### config.mk
export PLATFORM = sky130hd
export DESIGN_NAME = vec_inst_issue_queue
export DESIGN_NICKNAME = d
export VERILOG_FILES = /design/src/rtl/vec_inst_issue_queue.sv
export SDC_FILE = /design/constraint.sdc
export NUM_CORES = 1
export LEC_CHECK = 0
export BUFFER_PORTS_ARGS = -buffer_cell sky130_fd_sc_hd__buf_2
export CORE_ASPECT_RATIO = 0.7
export CORE_MARGIN = 5
export CORE_UTILIZATION = 57
export DETAILED_ROUTE_END_ITERATION = 8
export PLACE_DENSITY = 0.79
export SLEW_MARGIN = 20
export SYNTH_ARGS = -nofsm -noshare
export SYNTH_HDL_FRONTEND = slang
export SYNTH_SLANG_ARGS = --single-unit
### constraint.sdc
create_clock -name clk -period 4.5 [get_ports clk]
set_clock_uncertainty 0.15 [all_clocks]
set_input_delay 0.45 -clock clk [delete_from_list [all_inputs] [get_ports clk]]
set_output_delay 0.45 -clock clk [all_outputs]
set_load 0.05 [all_outputs]
### src/rtl/vec_inst_issue_queue.sv
// Instruction/operand issue queue between the scalar core and the vector datapath.
// Each entry is {instruction, rs1_data, rs2_data}. Valid/ready on both sides,
// synchronous flush, occupancy count.
// Optional feature: define VEC_IQ_BYPASS_EN for a same-cycle fall-through from
// the scalar inputs to the dequeue port when the queue is empty.
module vec_inst_issue_queue #(
  parameter int unsigned XLEN  = 32,
  parameter int unsigned DEPTH = 4,
  parameter int unsigned CNT_W = $clog2(DEPTH) + 1
) (
  input  logic             clk,
  input  logic             reset,
  input  logic             inst_valid,
  output logic             inst_ready,
  input  logic [XLEN-1:0]  instruction,
  input  logic [XLEN-1:0]  rs1_data,
  input  logic [XLEN-1:0]  rs2_data,
  output logic             deq_valid,
  input  logic             deq_ready,
  output logic [XLEN-1:0]  deq_instruction,
  output logic [XLEN-1:0]  deq_rs1_data,
  output logic [XLEN-1:0]  deq_rs2_data,
  input  logic             flush,
  output logic [CNT_W-1:0] count,
  output logic             full,
  output logic             empty
);

  localparam int unsigned PtrW = $clog2(DEPTH);
  localparam int unsigned EntW = 3 * XLEN;

  // Entry storage; deliberately has no reset.
  logic [EntW-1:0]  mem_q [DEPTH];
  logic [EntW-1:0]  mem_d [DEPTH];

  logic [PtrW-1:0]  wr_ptr_q, wr_ptr_d;
  logic [PtrW-1:0]  rd_ptr_q, rd_ptr_d;
  logic [CNT_W-1:0] count_q, count_d;

  logic             empty_int;
  logic             full_int;
  logic             bypass;
  logic             enq_fire;
  logic             deq_fire;
  logic             wr_en;
  logic             rd_en;
  logic [EntW-1:0]  head_entry;
  logic [EntW-1:0]  in_entry;

  assign in_entry   = {instruction, rs1_data, rs2_data};
  assign head_entry = mem_q[rd_ptr_q];

  // Status decode from registered count, plus the fall-through condition.
  always_comb begin
    empty_int = (count_q == '0);
    full_int  = (count_q == CNT_W'(DEPTH));
    bypass    = 1'b0;
`ifdef VEC_IQ_BYPASS_EN
    bypass    = empty_int && inst_valid && !flush;
`endif
  end

  // Handshake outputs; reset and flush both force the queue to look closed.
  always_comb begin
    inst_ready      = reset && !full_int && !flush;
    deq_valid       = 1'b0;
    deq_instruction = '0;
    deq_rs1_data    = '0;
    deq_rs2_data    = '0;
    if (reset && !flush) begin
      if (!empty_int) begin
        deq_valid = 1'b1;
        {deq_instruction, deq_rs1_data, deq_rs2_data} = head_entry;
      end else if (bypass) begin
        deq_valid = 1'b1;
        {deq_instruction, deq_rs1_data, deq_rs2_data} = in_entry;
      end
    end
    count = reset ? count_q : '0;
    full  = reset && full_int;
    empty = !reset || empty_int;
  end

  // Transfer decode: a bypassed entry taken the same cycle never touches storage.
  always_comb begin
    enq_fire = inst_valid && inst_ready;
    deq_fire = deq_valid && deq_ready;
    wr_en    = enq_fire && !(bypass && deq_ready);
    rd_en    = deq_fire && !empty_int;
  end

  // Pointer and count next state; flush dominates any transfer.
  always_comb begin
    wr_ptr_d = wr_ptr_q;
    rd_ptr_d = rd_ptr_q;
    count_d  = count_q;
    if (flush) begin
      wr_ptr_d = '0;
      rd_ptr_d = '0;
      count_d  = '0;
    end else begin
      if (wr_en) begin
        wr_ptr_d = wr_ptr_q + PtrW'(1);
      end
      if (rd_en) begin
        rd_ptr_d = rd_ptr_q + PtrW'(1);
      end
      unique case ({wr_en, rd_en})
        2'b10:   count_d = count_q + CNT_W'(1);
        2'b01:   count_d = count_q - CNT_W'(1);
        default: count_d = count_q;
      endcase
    end
  end

  // Storage write at the write pointer.
  always_comb begin
    for (int i = 0; i < int'(DEPTH); i++) begin
      mem_d[i] = mem_q[i];
    end
    if (wr_en) begin
      mem_d[wr_ptr_q] = in_entry;
    end
  end

  // Control state with synchronous active-low reset.
  always_ff @(posedge clk) begin
    if (!reset) begin
      wr_ptr_q <= '0;
      rd_ptr_q <= '0;
      count_q  <= '0;
    end else begin
      wr_ptr_q <= wr_ptr_d;
      rd_ptr_q <= rd_ptr_d;
      count_q  <= count_d;
    end
  end

  // Entry storage register update.
  always_ff @(posedge clk) begin
    for (int i = 0; i < int'(DEPTH); i++) begin
      mem_q[i] <= mem_d[i];
    end
  end

endmodule

Word level (Yosys, flattened, before mapping)
Memory sizes are Yosys's and may differ from the RTL's. A register that Yosys moved wholly into a read port is not among the register bits. Index checks and enable logic that the tools add are counted.

Bits of input ports: 101. Bits in registers: 7. Memories kept: 1. Bits in writable memories: 384. Logic and storage cells: 47.

Muxes and demuxes: 16. $add $sub $neg: 4. Reduce and logical (&&, ||, !) cells: 16. Bitwise gates (word level): 2. Magnitude comparators: 2. Eq/ne operators: 3.

Memory list: mem_q (depth 4, width 96, read ports 5, clocked after memory_dff 1, wr ports 4, RTL line 33) `logic [EntW-1:0] mem_q [DEPTH];`.

Operator list (count): bitwise mux 384 bit (1); 2-to-1 mux 384 bit (1); demux 96 bit (select 2 bit) (1); 2-to-1 mux 32 bit (6); 2-to-1 mux 96 bit (1); logical AND 1 bit (8); case mux 3 bit (2 select lines) (1); adder 2 x 1 -> 2 bit, second input constant (2); zero test 1 bit (4); 2-to-1 mux 2 bit (2); adder 3 x 1 -> 3 bit, second input constant (1); equality test 3 bit, second input constant (1); >= comparator 3 bit, second input constant (1); zero test 3 bit (1); less-than comparator 3 x 1 -> 1 bit, second input constant (1); 2-to-1 mux 3 bit (1); NOT 2 -> 3 bit (1); subtractor 3 x 1 -> 3 bit, second input constant (1); equality test 2 x 1 -> 1 bit, second input constant (1); equality test 2 bit, second input constant (1); 2-to-1 mux 1 bit (2); nonzero test 2 bit (1); OR reduction 2 bit (1); logical OR 1 bit (1); NOT 1 bit (1).

Depth between registers and ports, before layout
Gate-level depths: netlist (run 1).

Depth after elaboration: 7. Depth in mapped cells: 11.

Least setup slack after synthesis (run 1)
OpenSTA, ideal clock, no wires.

Path type: input-to-reg. Start point: in flush. End point: mem mem_q[1][0] (netlist bit), enable pin. Library setup time: 466 ps. Arrival time: 3295 ps. Setup slack: 589 ps. Buffers on the path: 0. Stages: 3. Path through: nand2b_1 -> nor3b_2 -> and2_1.

RTL lines: start, declared (RTL line 23) `input logic flush,`; end, declared (RTL line 33).

==> results of run 1 <==
[Yosys cell counts]
cell	count	area, µm²
o31ai_1	2	15.01
o311ai_0	1	8.760
nor2_1	6	22.52
buf_2	13	65.06
nor3b_1	1	7.510
o21ai_0	1	5.000
o211ai_1	1	7.510
a21oi_1	2	10.01
nor2b_1	1	6.260
xor2_1	3	26.28
nor3b_2	1	12.51
buf_6	5	56.30
and3_1	97	606.8
mux4_2	96	2162
clkbuf_2	1	5.000
mux2i_1	2	20.02
buf_12	1	20.02
clkbuf_1	24	90.09
dfxtp_1	9	180.2
edfxtp_1	384	11530
nand2_1	4	15.01
or3_1	2	12.51
nand2b_1	1	6.260
ha_1	5	62.56
fa_1	1	20.02
inv_1	9	33.78
nor3_1	1	5.000
and2_1	7	43.79
[registers in the layout, indices dropped and copies added, names as in the netlist, named ones only]
signal    flops
mem_q       384
count_q       3
rd_ptr_q      2
wr_ptr_q      2
[path summary, 6_finish.rpt]
| kind | start | to | slack [ns] | cells past startpoint |
|---|---|---|---|---|
| worst max-delay path | register | deq_rs2_data[14] | 1.08 | 4 |
| worst min-delay path | rs2_data[29] | mem_q[2][29]$_DFFE_PP_ | 0.02 | 1 |
| worst max register to register | count_q[0]$_SDFFE_PN0P_ | count_q[2]$_SDFFE_PN0P_ | 1.84 | 9 |
| worst min register to register | wr_ptr_q[1]$_SDFFE_PN0P_ | wr_ptr_q[1]$_SDFFE_PN0P_ | 0.36 | 2 |
[cell type report]
type                       instances  share of cell area, %
clock inverter                    12                 0.5532
tap                              357                  2.408
antenna                            1                0.01349
inverter                           9                 0.1821
clock buffer                      53                  5.775
timing repair buffer             305                  11.20
sequential                       393                  63.19
multi-input combinational        235                  16.68
[power by group through the flow]
stage | registers (µW) | clock network (µW) | logic, µW
final | 4070 | 3010 | 269
after global placement | 4140 | 0 | 198
after floorplan | 4150 | 0 | 92.6
after detailed placement | 4150 | 0 | 205
after global routing | 4070 | 3260 | 290
after CTS | 4070 | 3070 | 268
[cells by family after synthesis]
kind of cell	Yosys count	synth area share [%]
compound gates	7	0.3074
buf+inv	53	1.795
flops	393	77.78
simple gates	121	4.903
fa+ha+maj	6	0.5485
mux	98	14.49
xor+xnor	3	0.1745
[worst reg2reg max path, stage by stage (launching register included)]
cell and delay (ns):
dfxtp_1 0.48, or3_2 0.37, nand2_1 0.20, nor2_1 0.13, ha_1 0.21, inv_1 0.07, fa_1 0.38, xor2_1 0.16
or3_1 0.32, a21oi_1 0.14
[cells in the final DEF, fill, tap and decap left out]
master,synthesis,final
and2_1,7,3
and3_1,97,97
edfxtp_1,384,384
mux2i_1,2,2
bufinv_16,0,2
nor3_1,1,1
ha_1,5,5
nor3b_1,1,1
buf_12,1,6
and2_4,0,4
clkinv_1,0,6
clkbuf_16,0,41
nand2_1,4,4
or3_2,0,1
diode_2,0,1
clkbuf_1,24,12
o21ai_0,1,1
a21oi_1,2,2
dlygate4sd3_1,0,88
o311ai_0,1,1
dfxtp_4,0,2
xor2_1,3,3
o211ai_1,1,1
nor2b_4,0,1
fa_1,1,1
dfxtp_1,9,7
o31ai_1,2,2
nand2b_1,1,1
nor3b_2,1,1
mux4_2,96,96
nor2_1,6,6
buf_4,0,8
or3_1,2,1
buf_2,13,203
inv_1,9,9
clkinv_2,0,4
[stage by stage]
stage / hold WS (ns) / setup slack (ns) / utilization, %
floorplan: 0.3089 / 0.5893 / -
global placement: 0.3312 / 1.623 / 63.73
detailed placement: 0.3547 / 1.580 / 63.73
CTS: 0.0001011 / 1.008 / 71.68
global route: 0.005676 / 0.8564 / 71.68
finish: 0.02378 / 1.079 / 71.68
[what timing repair did]
| action | CTS | global route |
|---|---|---|
| buffers inserted | 0 | 0 |
| hold buffers | 88 | 0 |
| endpoints found under the hold margin | 349 | 0 |
[layer usage]
metal  share of wire, %  GRT usage [%]  vias up  wire, µm
li1                   -              -     3430         -
met1                 42          31.04     4066     13150
met2                 49          33.55      318     15340
met3                7.0          4.700       42      2192
met4                1.3          4.553        4       418
met5              0.067              0        -        21
==> flow_metrics.tcl, run 1 <==
set metrics [dict create \
    clock_latency_ns 0.51 \
    final_layout_size_suffix_gt1_share_pct 36.64 \
    grt_max_degree 100 \
    ant_nets 0 \
    synth-seq-cells 393 \
    ir_drop_mv 0.3947 \
    path_cells "buf_4 -> mux4_2 -> and3_1 -> buf_2" \
    p_switching_uw 1400 \
    synth_nets 788 \
    nets 1089 \
    dr.pass1.iters 4 \
    holdCritPathClass "input pin to register" \
    clockPowerShare_pct 41.0 \
    layout_worst_path_cycle_share_pct 76.02 \
    first_global_vias 8485 \
    cts_tree "yes" \
    area_delta_synth_final_pct 23.18 \
    clock-root-buffer "clkbuf_16" \
    final_cells 1365 \
    fin_crit_ns 3.421 \
    initial_core_util_pct 58.20 \
    h-tree-depth 2 \
    cpMaxStageDelayCell "dfxtp_4" \
    grt.overflow.total 0 \
    syn-mean-instance-area_um2 22.11 \
    combPwrFrac_pct 3.7 \
    seq_power_share_pct 55.3 \
    path_clk_slew_ns 0.06 \
    fillCellCount 1532 \
    drt_iter0_drc 608 \
    setup_viol 0 \
    multiInputGateArea_um2 3094 \
    netlist_area_um2 15060 \
    drcViolationCount 0 \
    start_kind "register" \
    num_vias 7860 \
    p_int_uw 5952 \
    clock.fmax_ghz 0.2923 \
    numCtsBuffers 38 \
    final_hold_viol_count 0 \
    io_pins 204 \
    critical_path_class "register to primary output" \
    p_leak_uw 0.006743 \
    outcome "finished, final reports clean" \
    coreArea_um2 25870 \
    slowest_delay_ns 0.81 \
    synth.distinct_cells 28 \
    crit_buf_inv 2 \
    tightest_slew_ns 1.022 \
    clock-sinks 393 \
    wl_per_cell_um 22.79 \
    cp_top_family "flip-flops" \
    rsz0062_at_grt "no" \
    cp.required_ns 3.90 \
    antenna_found_initial 3 \
    die_h_um 146.0 \
    slew_headroom_pct 31.89 \
    crit_path_end_kind "primary output" \
    dieArea_um2 29820 \
    seq_area_um2 11720 \
    cap_violations 0 \
    grt_usage_pct 21.16 \
    powerDensity_nw_per_um2 396.4 \
    setup_tns_ns 0 \
    crit_arrival_ns 2.82 \
    power.total_uw 7352 \
    yosysWarnings 0 \
    slew_viol_final 0 \
    grt_pass1_wl_mm 49.01 \
    dpl.hpwl_mm 17.37 \
    die_w_um 204.3 \
    final_area_um2 18550 \
    swShare_pct 19.04 \
    gp_congestion 0.7265 \
    port_buffers 203 \
    clockBufferDepth 3 \
    rows 49 \
    dp.cells 1211 \
    synth_cells 681 \
    dpl_cell_area_um2 16490 \
    cp_max_fo 33 \
    cts_resized 0 \
    routed_via_density 5.758 \
    seq_area_frac_synth_pct 77.78 \
    drt_wl_total_mm 31.12 \
]
Power figures use the tool's default switching activity.
==> inputs of run 2 (changes only) <==
ABC_AREA = 1   (was unset)
CORE_UTILIZATION = 52   (was 57)
PLACE_DENSITY = 0.76   (was 0.79)
clock period = 2.9 ns   (was 4.5 ns; I/O delays follow)
==> run 2 against run 1 <==
  * Cell count grew 41%
  * First-iteration DRC count grew 60%
  * Setup slack worse by 0.96 ns
  * Power is 55% higher
  * Non-clock buffer count grew 27
  * Utilization down 5.7 points
  * Critical path type is now input pin to primary output
  * Largest power group unchanged
==> flow_metrics.tcl, run 2 <==
set metrics [dict create \
    outcome "finished, final reports clean" \
    initial_core_util_pct 53.03 \
    powerDensity_nw_per_um2 595.1 \
    crit_path_end_kind "primary output" \
    coreArea_um2 29020 \
    yosysMostFrequentCell "nor2_1" \
    synth_top_area_share_pct 74.93 \
    synth_cells 1213 \
    yosysWarnings 0 \
    clock.fmax_ghz 0.3592 \
    rows 52 \
    swShare_pct 19.64 \
    power.total_uw 11400 \
    synth_area_leaders "edfxtp_1 (75%), nor2_1 (9.6%), o21ai_0 (5.9%)" \
    numCtsBuffers 37 \
    wl_per_cell_um 18.61 \
    seq_power_share_pct 55.2 \
    synth-seq-cells 393 \
    synth-main-ff-cell "edfxtp_1" \
    ant_nets 0 \
    nets 1617 \
    port_buffers 203 \
    cp_max_fo 48 \
    p_int_uw 9159 \
    drt_iter0_drc 971 \
    grt_max_degree 107 \
    first_global_vias 10130 \
    critical_path_class "input pin to primary output" \
    antenna_found_initial 3 \
    routed_via_density 5.353 \
    io_pins 204 \
    layout_worst_path_cycle_share_pct 96.00 \
    start_kind "input pin" \
    drt_wl_total_mm 35.71 \
    crit_arrival_ns 2.34 \
    final_cell_mix "nor2_1 (391), edfxtp_1 (384), buf_2 (202), o21ai_0 (182)" \
    dpl.hpwl_mm 20.30 \
    largest_reg_flops 384 \
    h-tree-depth 2 \
    ys_top_cells_by_count "nor2_1 (395), edfxtp_1 (384), o21ai_0 (182)" \
    area_delta_synth_final_pct 24.47 \
    dr.pass1.iters 5 \
    grt.overflow.total 0 \
    cts_setup_buffers 0 \
    cap_violations 0 \
    fin_crit_ns 2.784 \
    drcViolationCount 0 \
    synth_nets 1320 \
    top_register "mem_q" \
    num_vias 10270 \
    clock_latency_ns 0.51 \
    cts_tree "yes" \
    final_cells 1919 \
    multiInputGateArea_um2 3213 \
    fillCellCount 2008 \
    path_clk_slew_ns 0.06 \
    holdCritPathClass "input pin to register" \
    reg.largest.list "mem_q (384), count_q (3)" \
    setup_ws_ns 0.1161 \
    die_w_um 215.6 \
    postSynth.asyncResetShare_pct 0 \
    slew_viol_final 0 \
    rsz0062_at_grt "no" \
    seq_area_um2 11720 \
    clockPowerShare_pct 41.0 \
    clockBufferDepth 3 \
    final_layout_size_suffix_gt1_share_pct 19.31 \
    netlist_area_um2 15390 \
    final_hold_viol_count 0 \
    place_ws_ns 0.5488 \
    synth_edf_count 384 \
    setup_viol 0 \
    syn-mean-instance-area_um2 12.69 \
    gp_congestion 0.7811 \
    clock-sinks 393 \
    synth_top_area_cell "edfxtp_1" \
    slew_headroom_pct 56.33 \
    p_switching_uw 2239 \
    grt_pass1_wl_mm 55.68 \
    dp.cells 1749 \
    dieArea_um2 33190 \
    die_h_um 153.9 \
    ir_drop_mv 0.5302 \
    p_leak_uw 0.007074 \
    synth.distinct_cells 23 \
    clock-root-buffer "clkbuf_16" \
    combPwrFrac_pct 3.8 \
    tightest_slew_ns 0.6551 \
    cp.required_ns 2.46 \
    mostFrequentLayoutCell "nor2_1" \
    grt_usage_pct 20.92 \
    seq_area_frac_synth_pct 76.10 \
]
-- run 2: changes by cell type after synthesis, moves of 7 or more --
cell	before	now
o21ai_0	1	182
inv_1	9	20
nor2_1	6	395
nand2_1	4	16
and2_1	7	0
a21oi_1	2	100
and3_1	97	0
o21ai_1	0	13
mux4_2	96	0
buf_4	0	9
-- run 2: logic make-up after synthesis --
logic type,share of synthesized area (%)
AOI/OAI and AO/OA,9.651
adders and majority gates,0.5366
and+or+nand+nor,10.43
buffers and inverters,3.277
DFF,76.10
-- run 2: per-stage QoR --
step / instance area [µm²] / hold WS [ns] / utilization [%] / TNS, ns
2_1_floorplan: 15400 / 0.2389 / - / -367.73
3_3_place_gp: 16960 / 0.3532 / 58.45 / 0
3_5_place_dp: 16960 / 0.3553 / 58.45 / 0
4_1_cts: 19140 / 0.001399 / 65.95 / 0
5_1_grt: 19150 / 0.05180 / 66.01 / 0
6_report: 19150 / 0.05930 / 66.01 / 0
-- run 2: final timing paths --
kind	slack, ns	start	endpoint	cells after the start
min reg2reg	0.38	wr_ptr_q[1]$_SDFFE_PN0P_	wr_ptr_q[1]$_SDFFE_PN0P_	2
min	0.06	reset	count_q[0]$_SDFFE_PN0P_	5
max	0.12	flush	deq_instruction[29]	8
max reg2reg	0.58	count_q[1]$_SDFFE_PN0P_	count_q[2]$_SDFFE_PN0P_	11
-- run 2: final cells by class --
type,count,share of cell area (%)
Sequential cell,393,61.18
Multi-Input combinational cell,723,16.78
Timing Repair Buffer,332,12.92
Clock buffer,49,5.396
Tap cell,378,2.469
Clock inverter,18,0.7316
Inverter,23,0.4834
Antenna cell,3,0.03920
-- run 2: worst max-delay path: stages --
cell           delay [ns]
dlygate4sd3_1        0.55
buf_2                0.15
nor2_4               0.16
buf_4                0.17
nand2_4              0.20
buf_12               0.25
a21oi_1              0.21
buf_2                0.30
-- run 2: layer usage --
metal	up-vias	global-route usage (%)	part of all wire, %	wire length, µm
li1	4892	-	-	-
met1	4905	28.44	42	14850
met2	429	34.30	49	17370
met3	47	5.228	8.3	2958
met4	0	5.391	1.5	536
met5	-	0	0	0
-- run 2: what timing repair did --
item | CTS | global route
hold buffers | 100 | 0
resized for setup | 0 | 3
endpoints found under the hold margin | 390 | 0
endpoints found under the setup margin | 0 | 22
-- run 2: power groups by stage --
stage	sequential [µW]	combinational (µW)	clock, µW
finish	6290	437	4670
global route	6290	474	5060
CTS	6290	432	4760
detailed placement	6410	320	0
global placement	6410	309	0
floorplan	6420	141	0
